[config.mk]
export PLATFORM = sky130hd
export DESIGN_NAME = uart_tx_arbiter
export DESIGN_NICKNAME = d
export VERILOG_FILES = /design/src/rtl/uart_tx_arbiter.sv
export SDC_FILE = /design/constraint.sdc
export NUM_CORES = 1
export LEC_CHECK = 0
export ABC_AREA = 0
export BUFFER_PORTS_ARGS = -buffer_cell sky130_fd_sc_hd__buf_2
export CORE_MARGIN = 2
export CORE_UTILIZATION = 45
export DETAILED_ROUTE_END_ITERATION = 10
export GPL_TIMING_DRIVEN = 0
export PLACE_DENSITY = 0.71
export SLEW_MARGIN = 20
export SYNTH_ARGS = -nofsm -noshare
export SYNTH_HDL_FRONTEND = slang
export SYNTH_SLANG_ARGS = --single-unit
[constraint.sdc]
create_clock -name i_SysClock -period 3.35 [get_ports i_SysClock]
set_input_delay 0.67 -clock i_SysClock [delete_from_list [all_inputs] [get_ports i_SysClock]]
set_output_delay 0.67 -clock i_SysClock [all_outputs]
set_load 0.02 [all_outputs]
[src/rtl/uart_tx_arbiter.sv]
// Four-requester round-robin arbiter feeding one UART transmitter.
// With LOCK_EN set, a grant is held across a multi-byte packet until its last
// byte. A bounded HOLD timeout releases a lock whose owner stops sending.
module uart_tx_arbiter #(
    parameter int unsigned HOLD_TIMEOUT = 1000000,
    parameter int unsigned LOCK_EN      = 1
) (
    input  logic        i_SysClock,
    input  logic        i_ResetN,
    input  logic [3:0]  i_ReqValid,
    input  logic [31:0] i_ReqData,
    input  logic [3:0]  i_ReqLast,
    output logic [3:0]  o_ReqReady,
    output logic        o_TxValid,
    output logic [7:0]  o_TxByte,
    input  logic        i_TxDone,
    output logic [1:0]  o_GrantId,
    output logic        o_Busy,
    output logic        o_Timeout
);

    localparam int unsigned N_REQ  = 4;
    localparam int unsigned ID_W   = 2;
    localparam int unsigned BYTE_W = 8;
    localparam int unsigned CNT_W  = (HOLD_TIMEOUT > 1) ? $clog2(HOLD_TIMEOUT) : 1;
    localparam logic [CNT_W-1:0] CNT_LAST = CNT_W'(HOLD_TIMEOUT - 1);

    typedef enum logic [1:0] {
        ST_IDLE   = 2'd0,
        ST_LAUNCH = 2'd1,
        ST_WAIT   = 2'd2,
        ST_HOLD   = 2'd3
    } state_e;

    state_e             state_q, state_d;
    logic               tx_valid_q, tx_valid_d;
    logic [BYTE_W-1:0]  tx_byte_q, tx_byte_d;
    logic               last_q, last_d;
    logic [ID_W-1:0]    grant_q, grant_d;
    logic [CNT_W-1:0]   cnt_q, cnt_d;
    logic               timeout_q, timeout_d;
    logic [N_REQ-1:0]   ready_c;

    logic               rr_found;
    logic [ID_W-1:0]    rr_win;

    // Round-robin search starting one past the last grant and wrapping to it.
    always_comb begin
        logic [ID_W-1:0] cand;
        cand     = '0;
        rr_found = 1'b0;
        rr_win   = grant_q;
        for (int unsigned i = 1; i <= N_REQ; i++) begin
            cand = ID_W'(grant_q + ID_W'(i));
            if (!rr_found && i_ReqValid[cand]) begin
                rr_found = 1'b1;
                rr_win   = cand;
            end
        end
    end

    // Next-state, accept strobe and launch-register updates.
    always_comb begin
        state_d    = state_q;
        tx_valid_d = tx_valid_q;
        tx_byte_d  = tx_byte_q;
        last_d     = last_q;
        grant_d    = grant_q;
        cnt_d      = cnt_q;
        timeout_d  = 1'b0;
        ready_c    = '0;

        case (state_q)
            ST_IDLE: begin
                // Ready is gated by reset so nothing is accepted while held in reset.
                if (i_ResetN && i_TxDone && rr_found) begin
                    ready_c[rr_win] = 1'b1;
                    tx_byte_d       = i_ReqData[{rr_win, 3'b000} +: BYTE_W];
                    last_d          = i_ReqLast[rr_win];
                    grant_d         = rr_win;
                    tx_valid_d      = 1'b1;
                    state_d         = ST_LAUNCH;
                end
            end
            ST_LAUNCH: begin
                // Transmitter has taken the byte once it reports not idle.
                if (!i_TxDone) begin
                    tx_valid_d = 1'b0;
                    state_d    = ST_WAIT;
                end
            end
            ST_WAIT: begin
                if (i_TxDone) begin
                    if ((LOCK_EN != 0) && !last_q) begin
                        state_d = ST_HOLD;
                        cnt_d   = '0;
                    end else begin
                        state_d = ST_IDLE;
                    end
                end
            end
            ST_HOLD: begin
                // Acceptance outranks expiry in the same cycle.
                if (i_ReqValid[grant_q]) begin
                    ready_c[grant_q] = 1'b1;
                    tx_byte_d        = i_ReqData[{grant_q, 3'b000} +: BYTE_W];
                    last_d           = i_ReqLast[grant_q];
                    tx_valid_d       = 1'b1;
                    state_d          = ST_LAUNCH;
                end else if (cnt_q == CNT_LAST) begin
                    timeout_d = 1'b1;
                    state_d   = ST_IDLE;
                end else begin
                    cnt_d = cnt_q + CNT_W'(1);
                end
            end
            default: begin
                state_d = ST_IDLE;
            end
        endcase
    end

    // State and output registers; reset aborts any transfer in flight.
    always_ff @(posedge i_SysClock or negedge i_ResetN) begin
        if (!i_ResetN) begin
            state_q    <= ST_IDLE;
            tx_valid_q <= 1'b0;
            tx_byte_q  <= '0;
            last_q     <= 1'b0;
            grant_q    <= ID_W'(N_REQ - 1);
            cnt_q      <= '0;
            timeout_q  <= 1'b0;
        end else begin
            state_q    <= state_d;
            tx_valid_q <= tx_valid_d;
            tx_byte_q  <= tx_byte_d;
            last_q     <= last_d;
            grant_q    <= grant_d;
            cnt_q      <= cnt_d;
            timeout_q  <= timeout_d;
        end
    end

    assign o_ReqReady = ready_c;
    assign o_TxValid  = tx_valid_q;
    assign o_TxByte   = tx_byte_q;
    assign o_GrantId  = grant_q;
    assign o_Busy     = (state_q != ST_IDLE);
    assign o_Timeout  = timeout_q;

endmodule
======== After elaboration in Yosys (flattened, before gate mapping) ========
Index checks and enable logic that the tools add are counted.
cells by class
  add/subtract/negate cells ............... 4
  magnitude comparators ................... 7
  eq/ne operators ......................... 12
  shift-type cells ........................ 2
  mux-type cells .......................... 52
  reductions and logical operators ........ 20
operators by type and width
  operator               number
  $mux 20                4
  $shiftx 32x6->8        2
  $pmux 20 s2            1
  $add 20x1->20 const B  1
  $eq 20x20->1 const B   1
  $mux 1                 20
  $mux 2                 10
  $mux 8                 2
  $pmux 8 s2             1
  $lt 2x3->1 const B     5
  $ne 2x2->1 const B     7
  $bmux 1 s2             6
  $mux 4                 2
  $pmux 2 s4             1
  $pmux 4 s2             1
  $reduce_and 4->1       2
  $logic_and 1x1->1      7
  $reduce_bool 2->1      3
  $reduce_and 5->1       1
  $add 2x2->2 const B    2
  $demux 1 s2            2
  $eq 2x2->1 const B     2
  $ge 2x1->1 const B     2
  $logic_not 1->1        3
  other kinds (9)        9
word-level totals
  flip-flop bits (word level) ............. 35
  input bits .............................. 43
  output and inout port bits .............. 17
  word-level logic and storage cells ...... 104

======== Logic depth before layout (Yosys ltp) ========
  depth in word-level cells ............... 19
  mapped depth ............................ 12

======== Least setup slack after synthesis ========
Ideal clock, no wire load.
  path kind ............................... flip-flop to output port
  from .................................... register grant_q[0], in the netlist o_GrantId[0]
  to ...................................... output port o_ReqReady[1]
  arrival time ............................ 3.010 ns
  required time ........................... 2.680 ns
  slack ................................... -0.330 ns
  stages on the path, launching flop included .. 12
  buffers on the path ..................... 3
  cell sequence ........................... dfstp_2 -> buf_6 -> clkbuf_1 -> buf_1 -> inv_1 -> ha_1 -> mux2i_1 -> nand2_1 -> o211a_1 -> a21oi_1 -> a22oi_1 -> nor2_1
between the ends
  cells in the longest elaborated chain, start to end .. 19
  elaborated cells on any way between the ends .. 39
ends and longest elaborated chain
  element                                                                RTL line  RTL
  start: declaration                                                     39        logic [ID_W-1:0] grant_q, grant_d;
  start signal: assignment                                               130       grant_q <= ID_W'(N_REQ - 1);
  start signal: assignment                                               138       grant_q <= grant_d;
  $add 2x1->2                                                            54        cand = ID_W'(grant_q + ID_W'(i));
  $bmux 1 s2                                                             55        if (!rr_found && i_ReqValid[cand]) begin
  $mux 1 (not written as such)                                           55
  $mux 1                                                                 55
  $logic_not 1->1                                                        55
  $logic_and 1x1->1                                                      55
  $mux 1                                                                 55
  $logic_not 1->1                                                        55
  [3 not listed]                                                         n/a
  $logic_and 1x1->1                                                      55
  $mux 2                                                                 55
  $lt 2x3->1 (not written as such) / $ge 2x1->1 (equally long branches)  77        ready_c[rr_win] = 1'b1;
  $logic_and 1x1->1 (not written as such)                                77
  $mux 1 (not written as such)                                           77
  $demux 1 s2                                                            77
  $mux 4                                                                 76        if (i_ResetN && i_TxDone && rr_found) begin
  $pmux 4 s2 *                                                           73        case (state_q)
  end: declaration                                                       13        output logic [3:0] o_ReqReady,
Every way passes the cells marked *; elsewhere a longest branch is shown, timed or not. The select of a mux whose other input is x is not followed.

======== Final worst setup path ========
  from .................................... register grant_q[0], in the netlist o_GrantId[0]
  to ...................................... output port o_ReqReady[0]
The elaborated chain is that of the path after synthesis.

==> results.yml <==
synth:
  synth-seq-area-share: 0.337
  ys_warnings: 0
  synthMostInstantiatedCell: "nor2_1"
  dominantRegCellSynth: "dfrtp_1"
  yosys_register_bits: 35
  synthesis.nets: 362
  synthesis.instances: 308
  post-synth-top-area-fraction: 0.317
  yosys-top-cells-area: "dfrtp_1, nor2_1, ha_1"
  ys_async_sr_fraction: 1.00
  post_synth_instance_area_um2: 2610
  synth-edff-count: 0
  synth_area_per_cell_um2: 8.47
  synth.cells.most_frequent: "nor2_1, dfrtp_1, nand2_1"
  synth_area_leader_cell: "dfrtp_1"
  post_synth_num_cell_types: 58
status:
  run_status: "finished, final reports clean"
sta:
  period_needed_ns: 3.25
  timing.final.setup_violations: 0
  clock_skew_ns: 0.00622
  hold_viol: 0
  max_freq_ghz: 0.308
  worst_slew_margin_rel: 0.459
  fin_crit_sh: 0.971
  drv_slew: 0
  worst_slew_pin_slew_ns: 0.812
  grt_setup_unrepaired: "no"
flow_run:
  max_cap_violations: 0
clock_network:
  ctsLongestPathBuffers: 2
  clk_root_buffer_cell: "clkbuf_8"
  clock_tree_from_tritoncts: "done"
  numCtsBuffers: 5
  insertion_delay_ns: 0.29
  clkTransAtPathRegs_ns: 0.07
  ctsHtreeMaxLevel: 2
  numClockSinks: 35
pwr:
  power.density_nw_per_um2: 850
  ir_worst_vdd_mv: 0.454
  power.leakage_nw: 1.39
placed_design:
  dpl-instance-area_um2: 3010
  gp_congestion: 0.832
  place_inst: 439
  portBuffers: 59
  dp_hpwl_mm: 4.73
floorplanning:
  dieWidth_um: 80.1
  starting_density_of_the_core: 0.471
  boundaryPins: 60
  fp-row-count: 27
  die_height_um: 80.1
  die-area_um2: 6420
  core_area_um2: 5540
setup_path:
  cpMaxStageDelayCell: "dfstp_2"
  timing.critical_path.cells: "buf_12 > inv_2 > ha_4 > mux2i_1 > nand2_2 > o211a_4 > a21o_1 > a22oi_2 > nor2_2 > buf_4"
  critical_path_depth: 10
  arrival_ns: 2.58
  timing.critical_path.slowest_cell_delay_ns: 0.56
  critical_path_required_ns: 2.68
  setup.worst_path.end_class: "output port"
  cpLargestDelayFamily: "compound AO/OA/AOI/OAI gates"
  worstSetupPathType: "flip-flop to output port"
  worst-path-max-fanout: 11
  reg2reg_depth: 9
  critical_path_buf_inv_count: 3
  worstSetupStartpointType: "flip-flop"
detailed_routing:
  drtPass1Iterations: 4
  wl_met3_um: 206
  vias: 2613
  highest-signal-layer: "met4"
  avgRoutedWirePerCell_um: 14.4
  met2RoutedLength_mm: 3.05
  wl_met1_mm: 3.14
  ant_nets: 0
  drt-initial-drc-count: 114
  routed_wl_mm: 6.50
  remaining_drc_errors: 0
  routed_via_density: 5.78
layout:
  layout-area-overhead-vs-synth_pct: 22.5
  final_cell_count_no_fill: 452
  post-route-cell-area_um2: 3190
  drive_gt1_frac: 0.276
  finish.net_count: 433
  num_antenna_cells: 0
global_routing:
  groute.usage.overall: 0.221
  grt_pass1_wl_mm: 11.3
  first_global_vias: 2477
  grt_max_degree: 38
  antenna_found_initial: 0
  gr-total-overflow: 0
hold_path:
  min_path_type: "input port to asynchronous set/reset pin"
cell usage in the layout, fill, tap and decap left out, types with 3 or more instances in the layout:
cell type  count
nor3_1         6
buf_2         61
a21o_1         3
or4_1          9
ha_1          10
or3_1          8
nor2_1        38
nand3_1        7
o221a_1        8
and3_1         5
nor2_2         4
xor2_1         4
clkbuf_8       5
clkbuf_1      11
nand2_1       32
o211ai_1       9
inv_1          8
mux2i_1        3
a21oi_1       15
buf_4          9
o21ai_0        6
nand4_1       11
o21ai_1        9
o31ai_1        6
nor2b_1        3
dfrtp_1       33
layout make-up:
type                            instances  area [um2]
Inverter                               10        37.5
Fill cell                             521        2350
Clock inverter                          2        12.5
Multi-Input combinational cell        245        1670
Timing Repair Buffer                   67         358
Buffer                                 15        76.3
Tap cell                               72        90.1
Clock buffer                            6        72.6
Sequential cell                        35         878
flip-flops by register name, summed over array words and instances (netlist names):
register / flops
cnt_q: 20
o_TxByte: 8
o_GrantId: 2
state_q: 2
last_q: 1
o_Timeout: 1
o_TxValid: 1
report_power, final:
part	internal, mW	switching, mW	total [mW]
Sequential	0.553	0.101	0.654
Combinational	0.718	1.04	1.76
Clock	0.145	0.156	0.302
timing repair:
| action | 4_1_cts | 5_1_grt |
|---|---|---|
| setup buffers | 6 | 2 |
| gates resized for setup | 10 | 3 |
| setup endpoints to repair | 12 | 4 |
| pin swaps | 1 | 4 |
| hold buffers | 0 | 0 |
cell families after synthesis:
family | count (synthesis) | synth area share
xor+xnor | 6 | 0.0202
flops | 35 | 0.337
fa+ha+maj | 11 | 0.0528
mux | 7 | 0.0374
simple gates | 140 | 0.274
buf+inv | 28 | 0.0451
compound gates | 81 | 0.234
path summary, 6_finish.rpt:
| kind | startpoint | end | slack, ns |
|---|---|---|---|
| max | o_GrantId[0] | o_ReqReady[0] | 0.1 |
| min | i_ResetN | cnt_q[4] | 0.47 |
| max reg2reg | o_GrantId[0] | cnt_q[16] | 0.31 |
| min reg2reg | o_TxValid | o_TxValid | 0.52 |
| max in group asynchronous | i_ResetN | o_TxByte[1] | 2.37 |
| min in group i_SysClock | o_TxValid | o_TxValid | 0.52 |
metal layers:
metal / track usage / vias up
li1: - / 1287
met1: 0.305 / 1256
met2: 0.355 / 62
met3: 0.0315 / 8
met4: 0.0729 / 0
met5: 0 / -
stage by stage:
stage | worst slack [ns] | util | hold WS, ns | TNS (ns) | total power [mW]
after floorplan | 0.00916 | - | 0.374 | 0 | 1.86
after global placement | -0.247 | 0.542 | 0.477 | -2.13 | 2.24
after detailed placement | -0.277 | 0.542 | 0.505 | -2.54 | 2.27
after CTS | 0.0481 | 0.573 | 0.496 | 0 | 2.70
after global routing | 0.0131 | 0.577 | 0.549 | 0 | 2.95
final | 0.0981 | 0.577 | 0.474 | 0 | 2.72
worst register-to-register path: stages (launching register included):
cell and delay (ns):
dfstp_2 0.56, buf_12 0.13, buf_4 0.23, mux4_2 0.59
nor2_4 0.18, a21boi_4 0.34, o2111ai_1 0.22, buf_2 0.24
or3_1 0.35, a21oi_1 0.14
No activity file was read; power rests on OpenSTA's default activity.
